$ cat config.mk
export PLATFORM = sky130hd
export DESIGN_NAME = mem_port_arbiter
export DESIGN_NICKNAME = d
export VERILOG_FILES = /design/src/rtl/mem_arb_pkg.sv /design/src/rtl/mem_port_arbiter_rr_pick.sv /design/src/rtl/mem_port_arbiter.sv
export SDC_FILE = /design/constraint.sdc
export NUM_CORES = 1
export LEC_CHECK = 0
export CAP_MARGIN = 0
export CORE_AREA = 2 2 117 119
export CTS_CLUSTER_SIZE = 20
export DETAILED_ROUTE_END_ITERATION = 10
export DIE_AREA = 0 0 119 121
export PLACE_DENSITY = 0.66
export SYNTH_ARGS = -nofsm -noshare
export SYNTH_HDL_FRONTEND = slang
export SYNTH_SLANG_ARGS = --single-unit
$ cat constraint.sdc
create_clock -name CLOCK_50 -period 3.5 [get_ports CLOCK_50]
set_clock_uncertainty 0.2 [all_clocks]
set_input_delay 0.525 -clock CLOCK_50 [delete_from_list [all_inputs] [get_ports CLOCK_50]]
set_output_delay 0.525 -clock CLOCK_50 [all_outputs]
set_load 0.03 [all_outputs]
$ cat src/rtl/mem_arb_pkg.sv
`default_nettype none
// ============================================================================
// Module      : mem_arb_pkg
// Description : Shared constants, FSM state type and slice helper for the
//               main-memory port arbiter.
// Revision    : 1.0 - initial release
// ============================================================================
package mem_arb_pkg;

    localparam int unsigned c_def_num_req = 4;
    localparam int unsigned c_def_addr_w  = 11;
    localparam int unsigned c_def_data_w  = 32;
    localparam int unsigned c_def_rd_lat  = 1;

    typedef enum logic [1:0] {
        IDLE  = 2'd0,
        GRANT = 2'd1,
        DRAIN = 2'd2
    } arb_state_t;

    // Low bit of requester idx's field inside a flattened per-requester bus.
    function automatic int unsigned slice_lo(input int unsigned idx, input int unsigned width);
        return idx * width;
    endfunction

endpackage
`default_nettype wire

$ cat src/rtl/mem_port_arbiter_rr_pick.sv
`default_nettype none
// ============================================================================
// Module      : rr_pick
// Description : Combinational round-robin picker; first set request bit
//               searching upward from last_owner+1 with wrap.
// Revision    : 1.0 - initial release
// ============================================================================
module rr_pick
    import mem_arb_pkg::*;
#(
    parameter int unsigned NUM_REQ = c_def_num_req
) (
    input  logic [NUM_REQ-1:0]         req,
    input  logic [$clog2(NUM_REQ)-1:0] last_owner,
    output logic [NUM_REQ-1:0]         winner,
    output logic [$clog2(NUM_REQ)-1:0] winner_idx
);

    localparam int unsigned c_idx_w = $clog2(NUM_REQ);

    logic [c_idx_w-1:0] w_cand;
    logic               w_found;

    always_comb begin
        winner     = '0;
        winner_idx = '0;
        w_found    = 1'b0;
        w_cand     = '0;
        for (int k = 1; k <= NUM_REQ; k++) begin
            w_cand = c_idx_w'((int'(last_owner) + k) % NUM_REQ);
            if (!w_found && req[w_cand]) begin
                w_found        = 1'b1;
                winner[w_cand] = 1'b1;
                winner_idx     = w_cand;
            end
        end
    end

endmodule
`default_nettype wire

$ cat src/rtl/mem_port_arbiter.sv
`default_nettype none
// ============================================================================
// Module      : mem_port_arbiter
// Description : Session-based round-robin arbiter for the single-port main
//               memory, with read-data ownership tagging.
//               Optional macro ARB_HOLD_LIMIT_EN caps a session at MAX_HOLD
//               granted cycles.
// Revision    : 1.0 - initial release
// ============================================================================
module mem_port_arbiter
    import mem_arb_pkg::*;
#(
    parameter int unsigned NUM_REQ = c_def_num_req,
    parameter int unsigned ADDR_W  = c_def_addr_w,
    parameter int unsigned DATA_W  = c_def_data_w,
    parameter int unsigned RD_LAT  = c_def_rd_lat
`ifdef ARB_HOLD_LIMIT_EN
    ,
    parameter int unsigned MAX_HOLD = 2048
`endif
) (
    input  logic                      CLOCK_50,
    input  logic                      reset,
    input  logic [NUM_REQ-1:0]        req,
    input  logic [NUM_REQ*ADDR_W-1:0] req_addr,
    input  logic [NUM_REQ*DATA_W-1:0] req_wdata,
    input  logic [NUM_REQ-1:0]        req_we,
    output logic [NUM_REQ-1:0]        grant,
    output logic [NUM_REQ-1:0]        rd_valid,
    output logic [DATA_W-1:0]         rd_data,
    output logic [ADDR_W-1:0]         mem_addr,
    output logic [DATA_W-1:0]         mem_wdata,
    output logic                      mem_we,
    input  logic [DATA_W-1:0]         mem_rdata,
    output logic                      busy
);

    localparam int unsigned c_idx_w = $clog2(NUM_REQ);

    arb_state_t         r_state, w_state_nxt;
    logic [NUM_REQ-1:0] r_grant, w_grant_nxt, w_pick;
    logic [c_idx_w-1:0] r_owner, w_owner_nxt, r_last_owner, w_last_nxt, w_pick_idx;
    logic [1:0]         r_drain, w_drain_nxt;
    logic [ADDR_W-1:0]  r_addr_hold;
    logic [ADDR_W-1:0]  w_addr_arr  [NUM_REQ];
    logic [DATA_W-1:0]  w_wdata_arr [NUM_REQ];
    logic [NUM_REQ-1:0] r_pipe      [RD_LAT];
    logic [NUM_REQ-1:0] w_tag;
    logic               w_own_req, w_own_we, w_mem_we, w_hold_hit, w_leave;

    generate
        for (genvar i = 0; i < NUM_REQ; i++) begin : g_unpack
            assign w_addr_arr[i]  = req_addr[slice_lo(i, ADDR_W) +: ADDR_W];
            assign w_wdata_arr[i] = req_wdata[slice_lo(i, DATA_W) +: DATA_W];
        end
    endgenerate

    rr_pick #(
        .NUM_REQ    (NUM_REQ)
    ) u_rr_pick (
        .req        (req),
        .last_owner (r_last_owner),
        .winner     (w_pick),
        .winner_idx (w_pick_idx)
    );

    assign w_own_req = req[r_owner];
    assign w_own_we  = req_we[r_owner];
    // A write presented in the cycle req drops must not reach the RAM.
    assign w_mem_we  = (r_state == GRANT) && w_own_req && w_own_we && !reset;
    assign w_leave   = (r_state == GRANT) && (!w_own_req || w_hold_hit);

`ifdef ARB_HOLD_LIMIT_EN
    localparam int unsigned c_hold_w = $clog2(MAX_HOLD);

    logic [c_hold_w-1:0] r_hold;

    always_ff @(posedge CLOCK_50) begin
        if (reset || r_state != GRANT || w_leave)
            r_hold <= '0;
        else
            r_hold <= r_hold + c_hold_w'(1);
    end

    assign w_hold_hit = (r_hold == c_hold_w'(MAX_HOLD - 1));
`else
    assign w_hold_hit = 1'b0;
`endif

    always_comb begin
        w_state_nxt = r_state;
        w_grant_nxt = r_grant;
        w_owner_nxt = r_owner;
        w_last_nxt  = r_last_owner;
        w_drain_nxt = r_drain;
        case (r_state)
            IDLE: begin
                if (|req) begin
                    w_state_nxt = GRANT;
                    w_grant_nxt = w_pick;
                    w_owner_nxt = w_pick_idx;
                end
            end
            GRANT: begin
                if (w_leave) begin
                    w_state_nxt = DRAIN;
                    w_grant_nxt = '0;
                    w_last_nxt  = r_owner;
                    w_drain_nxt = 2'(RD_LAT - 1);
                end
            end
            DRAIN: begin
                if (r_drain == 2'd0)
                    w_state_nxt = IDLE;
                else
                    w_drain_nxt = r_drain - 2'd1;
            end
            default: begin
                w_state_nxt = IDLE;
                w_grant_nxt = '0;
            end
        endcase
    end

    always_ff @(posedge CLOCK_50) begin
        if (reset) begin
            r_state      <= IDLE;
            r_grant      <= '0;
            r_owner      <= '0;
            r_last_owner <= c_idx_w'(NUM_REQ - 1);
            r_drain      <= '0;
            r_addr_hold  <= '0;
        end else begin
            r_state      <= w_state_nxt;
            r_grant      <= w_grant_nxt;
            r_owner      <= w_owner_nxt;
            r_last_owner <= w_last_nxt;
            r_drain      <= w_drain_nxt;
            if (r_state == GRANT)
                r_addr_hold <= w_addr_arr[r_owner];
        end
    end

    // Only genuine reads of the current owner are tagged for read-back.
    assign w_tag = (r_state == GRANT && w_own_req && !w_mem_we) ? r_grant : '0;

    always_ff @(posedge CLOCK_50) begin
        if (reset) begin
            for (int i = 0; i < RD_LAT; i++)
                r_pipe[i] <= '0;
        end else begin
            r_pipe[0] <= w_tag;
            for (int i = 1; i < RD_LAT; i++)
                r_pipe[i] <= r_pipe[i-1];
        end
    end

    assign grant     = r_grant;
    assign rd_valid  = r_pipe[RD_LAT-1];
    assign rd_data   = mem_rdata;
    assign mem_addr  = (r_state == GRANT) ? w_addr_arr[r_owner] : r_addr_hold;
    assign mem_wdata = (r_state == GRANT) ? w_wdata_arr[r_owner] : '0;
    assign mem_we    = w_mem_we;
    assign busy      = (r_state != IDLE);

endmodule
`default_nettype wire

==> Yosys cells after proc, flatten, opt, wreduce, memory -nomap -nowiden <==
Memory sizes are Yosys's and may differ from the RTL's.
Cells that the tools add are included.
{ "op_classes": {"div_mod_pow": 0, "bitwise_logic": 5, "mux": 55, "shift": 0, "n_eq_ne": 6, "addsub": 5, "multipliers": 0, "magnitude_cmp": 10, "n_reduce_logical": 29} }
{ "ops": {"columns": ["op", "n"], "rows": [
  ["32-bit 2-to-1 mux", 3],
  ["32-bit binary-select mux with 2-bit select", 1],
  ["11-bit 2-to-1 mux", 3],
  ["4-bit 2-to-1 mux", 8],
  ["11-bit binary-select mux with 2-bit select", 1],
  ["2-bit 2-to-1 mux", 9],
  ["1-bit 2-to-1 mux", 17],
  ["2-bit by 3-bit less-than comparator with 1-bit output, second input constant", 5],
  ["1-bit binary-select mux with 2-bit select", 6],
  ["1-bit logical AND", 12],
  ["4-bit bitwise OR", 3],
  ["4-bit one-hot mux with 3 select lines", 1],
  ["3-bit AND reduction", 3],
  ["1-bit demux with 2-bit select", 4],
  ["2-bit by 1-bit >= comparator with 1-bit output, second input constant", 4],
  ["2-bit != test, second input constant", 4],
  ["4-bit OR reduction", 2],
  ["1-bit zero test", 6],
  ["2-bit one-hot mux with 3 select lines", 1],
  ["2-bit by 1-bit adder with 2-bit output, second input constant", 2],
  ["2-bit adder, second input constant", 2],
  ["2-bit zero test", 2],
  ["2-bit one-hot mux with 2 select lines", 1],
  ["2-bit AND reduction", 2],
  ["7 further kinds", 8]
]} }
{ "totals": {"memories": 1, "in_bits": 214, "latchBits": 0, "mem_bits_rw": 4, "elab_cells": 117, "output_inout_bits": 85, "romBits": 0, "regBits": 23} }
{ "memory_table": {"columns": ["memory", "depth", "width", "read_ports", "rd_clocked_by_memory_dff", "write_ports", "line", "rtl"], "rows": [
  ["r_pipe", 1, 4, 1, 0, 1, "mem_port_arbiter.sv:47", "logic [NUM_REQ-1:0] r_pipe [RD_LAT];"]
]} }

==> Logic depth before layout (Yosys ltp) <==
{ "depth": {"ltp_word": 15, "ltp_mapped": 9, "mapped_depth_nobuf": 7} }

==> Cells and area by module <==
From an unflattened synthesis, not the netlist that was laid out.
{ "hier_totals": {"cells_unflattened": 303, "hier_area_um2": 3248.1} }
{ "by_module_without_submodules": {"columns": ["mod", "seq_area_each_um2", "cells_each", "n_inst", "area_per_inst_um2"], "rows": [
  ["mem_port_arbiter", 540.5, 235, 1, 2702.6],
  ["rr_pick", 0.0, 68, 1, 545.5]
]} }

==> Worst setup path after synthesis <==
OpenSTA, ideal clock, no wires.
{ "synth_path": {"path_kind": "reg-to-reg", "from": "register r_last_owner[1]", "to": "register r_grant[0] (netlist: grant[0])", "t_arrival_ns": 2.229, "path_slack_ns": 1.000, "stages_incl_launch_ff": 9, "n_path_buf": 2, "path_cell_list": "dfxtp_1 clkbuf_1 inv_1 ha_1 buf_2 mux4_2 nor2b_1 a311o_1 a21oi_1"} }
{ "synth_between": {"elab_chain_cells": 15} }
{ "synth_lines": {"columns": ["item", "line", "rtl"], "rows": [
  ["start, declared", "mem_port_arbiter.sv:42", "logic [c_idx_w-1:0] r_owner, w_owner_nxt, r_last_owner, w_last_nxt, w_pick_idx;"],
  ["start signal, assigned", "mem_port_arbiter.sv:130", "r_last_owner <= c_idx_w'(NUM_REQ - 1);"],
  ["start signal, assigned", "mem_port_arbiter.sv:137", "r_last_owner <= w_last_nxt;"],
  ["branches (longest 12 deep; another with 2-bit by 3-bit less-than comparator with 1-bit output)", null, null],
  ["4-bit 2-to-1 mux (*)", "mem_port_arbiter_rr_pick.sv:31", "if (!w_found && req[w_cand]) begin"],
  ["4-bit 2-to-1 mux (*)", "mem_port_arbiter.sv:98", "if (|req) begin"],
  ["4-bit one-hot mux with 3 select lines (*)", "mem_port_arbiter.sv:96", "case (r_state)"],
  ["end signal, assigned", "mem_port_arbiter.sv:135", "r_grant <= w_grant_nxt;"],
  ["end, declared", "mem_port_arbiter.sv:41", "logic [NUM_REQ-1:0] r_grant, w_grant_nxt, w_pick;"]
]} }
Every way passes the cells marked *. The select of a mux whose other input is x is not followed.
A chain may end at the register's enable or synchronous reset.

==> Worst setup path after layout <==
{ "layout_path": {"from": "register r_owner[1]", "to": "output port mem_addr[6]"} }
{ "layout_between": {"elab_chain_cells": 5} }
{ "layout_lines": {"columns": ["item", "line", "rtl"], "rows": [
  ["start, declared", "mem_port_arbiter.sv:42", null],
  ["start signal, assigned", "mem_port_arbiter.sv:136", "r_owner <= w_owner_nxt;"],
  ["2-bit NOT with 3-bit output (not written as such)", "mem_port_arbiter.sv:161", "assign mem_addr = (r_state == GRANT) ? w_addr_arr[r_owner] : r_addr_hold;"],
  ["11-bit binary-select mux with 2-bit select", "mem_port_arbiter.sv:161", null],
  ["11-bit 2-to-1 mux (not written as such) (2 in series)", "mem_port_arbiter.sv:161", null],
  ["11-bit 2-to-1 mux", null, null],
  ["end, declared", "mem_port_arbiter.sv:31", "output logic [ADDR_W-1:0] mem_addr,"]
]} }
Every way passes these cells. The select of a mux whose other input is x is not followed.

==> flow_metrics.env <==
export IMPL_drv_slew=0
export IMPL_crit_slowest_cell="dfxtp_2"
export IMPL_worstPathCellList="buf_12 -> mux4_2 -> mux2_2 -> clkdlybuf4s50_1"
export IMPL_ant_nets=0
export IMPL_setup_viol=0
export IMPL_cts_setup_buffers=0
export IMPL_clkSlewWorstSetupHoldPaths_ns=0.07
export IMPL_layout_common_cells="clkdlybuf4s50_1, nor2b_1, mux4_2"
export IMPL_ys_warn_count=0
export IMPL_clock_path_buffers=2
export IMPL_cts_resized_gates=0
export IMPL_synth_top_area_cell="mux4_2"
export IMPL_maxCapViolCount=0
export IMPL_synth_async_sr_flop_share_pct=0
export IMPL_grt_pass1_vias=3377
export IMPL_yosysUniqueCellTypes=39
export IMPL_die_h_microns=121
export IMPL_synth_cells=304
export IMPL_period_share_pct=91.19
export IMPL_final_util_pct=42.59
export IMPL_relSlewSlack_pct=58.91
export IMPL_grt_antenna_before_repair=1
export IMPL_netlist_area_leader_share_pct=32.92
export IMPL_vdd_ir_drop_worst_v=0.0002205
export IMPL_grt_first_pass_wirelength_microns=18360
export IMPL_status="complete, no violations"
export IMPL_power_density_mw_per_mm2=348.1
export IMPL_final_area_sq_mm=0.005573
export IMPL_core_area_sq_mm=0.01309
export IMPL_clockRootBuffer="clkbuf_16"
export IMPL_final_common_cell="clkdlybuf4s50_1"
export IMPL_die_area_sq_mm=0.01440
export IMPL_cts_hold_buffers=0
export IMPL_cts_sinks=27
export IMPL_syn_mean_instance_area_sq_um=10.35
export IMPL_timing_fmax_mhz=313.3
export IMPL_syn2layout_area_growth_pct=77.10
export IMPL_grt_start_max_net_pins=45
export IMPL_grt_ovfl_total=0
export IMPL_drt_iter0_markers=201
export IMPL_cts_made_buffers=3
export IMPL_cts_tree="done"
export IMPL_port_buffers=234
export IMPL_initial_utilization_pct=24.05
export IMPL_power_leakage_nw=1.921
export IMPL_vias_per_cell=4.769
export IMPL_synth_nets=527
export IMPL_ys_ff_latch=27
export IMPL_hold_class="flop to flop"
export IMPL_critPathRequiredTime_ns=2.77
export IMPL_dpl_hpwl_microns=9858
export IMPL_cp_arrival_ns=2.47
export IMPL_dr_pass1_iters=4
export IMPL_synth_top_flop_cell="dfxtp_1"
export IMPL_dieWidth_microns=119
export IMPL_fin_nets=719
export IMPL_htree_levels=1
export IMPL_insertion_delay_ns=0.27
export IMPL_critPathMaxFanout=26
export IMPL_synth_edff_count=0
export IMPL_fin_crit_ns=3.191
export IMPL_rows=42
export IMPL_gr_usage_all_layers_pct=16.27
export IMPL_critPathMaxStageDelay_ns=0.73
export IMPL_seq_area_frac_synth_pct=17.18
export IMPL_crit_type="flop to primary output"
export IMPL_drt_drc_violations_left=0
export IMPL_dpl_cell_area_sq_mm=0.005487
export IMPL_gp_congestion=0.8636
export IMPL_vias=3205
export IMPL_tns_ns=0
export IMPL_drive_gt1_share_pct=15.96
export IMPL_rsz0062_at_grt="no"
export IMPL_syn_area_sq_mm=0.003147
export IMPL_endpoint_kind="primary output"
export IMPL_avgRoutedWirePerCell_microns=18.09
export IMPL_start_kind="flop"
export IMPL_synth_area_leaders="mux4_2, dfxtp_1, nor2b_1"
export IMPL_pin_count=299
export IMPL_routed_wl_microns=12160
export IMPL_final_hold_viol_count=0
export IMPL_worst_slew_pin_slew_ns=0.6163
-- cells in the mapped netlist (all sizes together), types with 2 or more instances --
master	count
nor2b	50
buf	47
mux4	46
dfxtp	27
nor2	17
mux2	14
clkbuf	11
a21oi	10
ha	9
o211ai	8
inv	7
a32oi	5
and2	5
nand2	5
nand3	5
nor3b	5
a311o	4
mux2i	4
o21ai	3
a211o	2
a22oi	2
nand2b	2
nor3	2
o21bai	2
or2	2
-- cell type report --
type                            count  area [sq um]
Antenna cell                        1         2.502
Clock buffer                        3         75.07
Clock inverter                      1         8.758
Fill cell                        1241          7512
Inverter                            7         26.28
Multi-Input combinational cell    212          2220
Sequential cell                    27         545.5
Tap cell                          176         220.2
Timing Repair Buffer              245          2475
-- metrics by stage --
step	hold slack (ns)	instances	power, mW	setup slack, ns
finish	0.2959	672	1.940	0.3085
global route	0.3221	672	2.056	0.1979
CTS	0.3061	671	1.966	0.2583
detailed placement	0.2943	667	1.668	0.4393
global placement	0.2845	667	1.650	0.4307
floorplan	0.2772	304	1.210	1.000
-- critical path, delay by kind of cell (launching register included) --
| family | cells | cell delay [ns] |
|---|---|---|
| flip-flops | 1 | 0.73 |
| multiplexers | 2 | 0.59 |
| buffers and inverters | 2 | 0.87 |
-- cell families after synthesis --
| kind of cell | count (synthesis) | synth area share (%) |
|---|---|---|
| mux | 64 | 39.60 |
| buf+inv | 65 | 12.37 |
| simple gates | 97 | 17.57 |
| fa+ha+maj | 9 | 3.579 |
| flops | 27 | 17.18 |
| compound gates | 42 | 9.702 |
-- report_power, final --
part	internal [mW]	leakage, nW	switching, mW
clock network	0.159	0.0415	0.130
logic	0.709	1.66	0.565
registers	0.344	0.222	0.0327
total	1.21	1.92	0.727
-- final timing paths --
kind | slack (ns) | cells after the start | endpoint | start
hold / removal | 0.30 | 1 | r_pipe[0][1]$_SDFF_PP0_ | grant[1]$_SDFFE_PP0P_
hold reg to reg | 0.30 | 1 | r_pipe[0][1]$_SDFF_PP0_ | grant[1]$_SDFFE_PP0P_
setup reg to reg | 0.98 | 7 | grant[2]$_SDFFE_PP0P_ | r_last_owner[1]$_SDFFE_PP1P_
setup / recovery | 0.31 | 4 | mem_addr[6] | r_owner[1]$_SDFFE_PP0P_
-- routing by layer --
layer	share of wire [%]	up-vias	wire, microns	GRT usage [%]
met2	54	134	6558	30.75
met1	38	1553	4646	18.23
met5	0	-	0	0
met4	2.0	0	239	3.943
li1	-	1494	-	-
met3	5.9	24	714	4.041
-- registers in the layout (all words and copies together) (netlist names) --
register and count:
r_state 2, r_owner 2, r_drain 2, r_addr_hold 11
r_pipe 4, r_last_owner 2, grant 4
(Power assumes the default switching activity.)
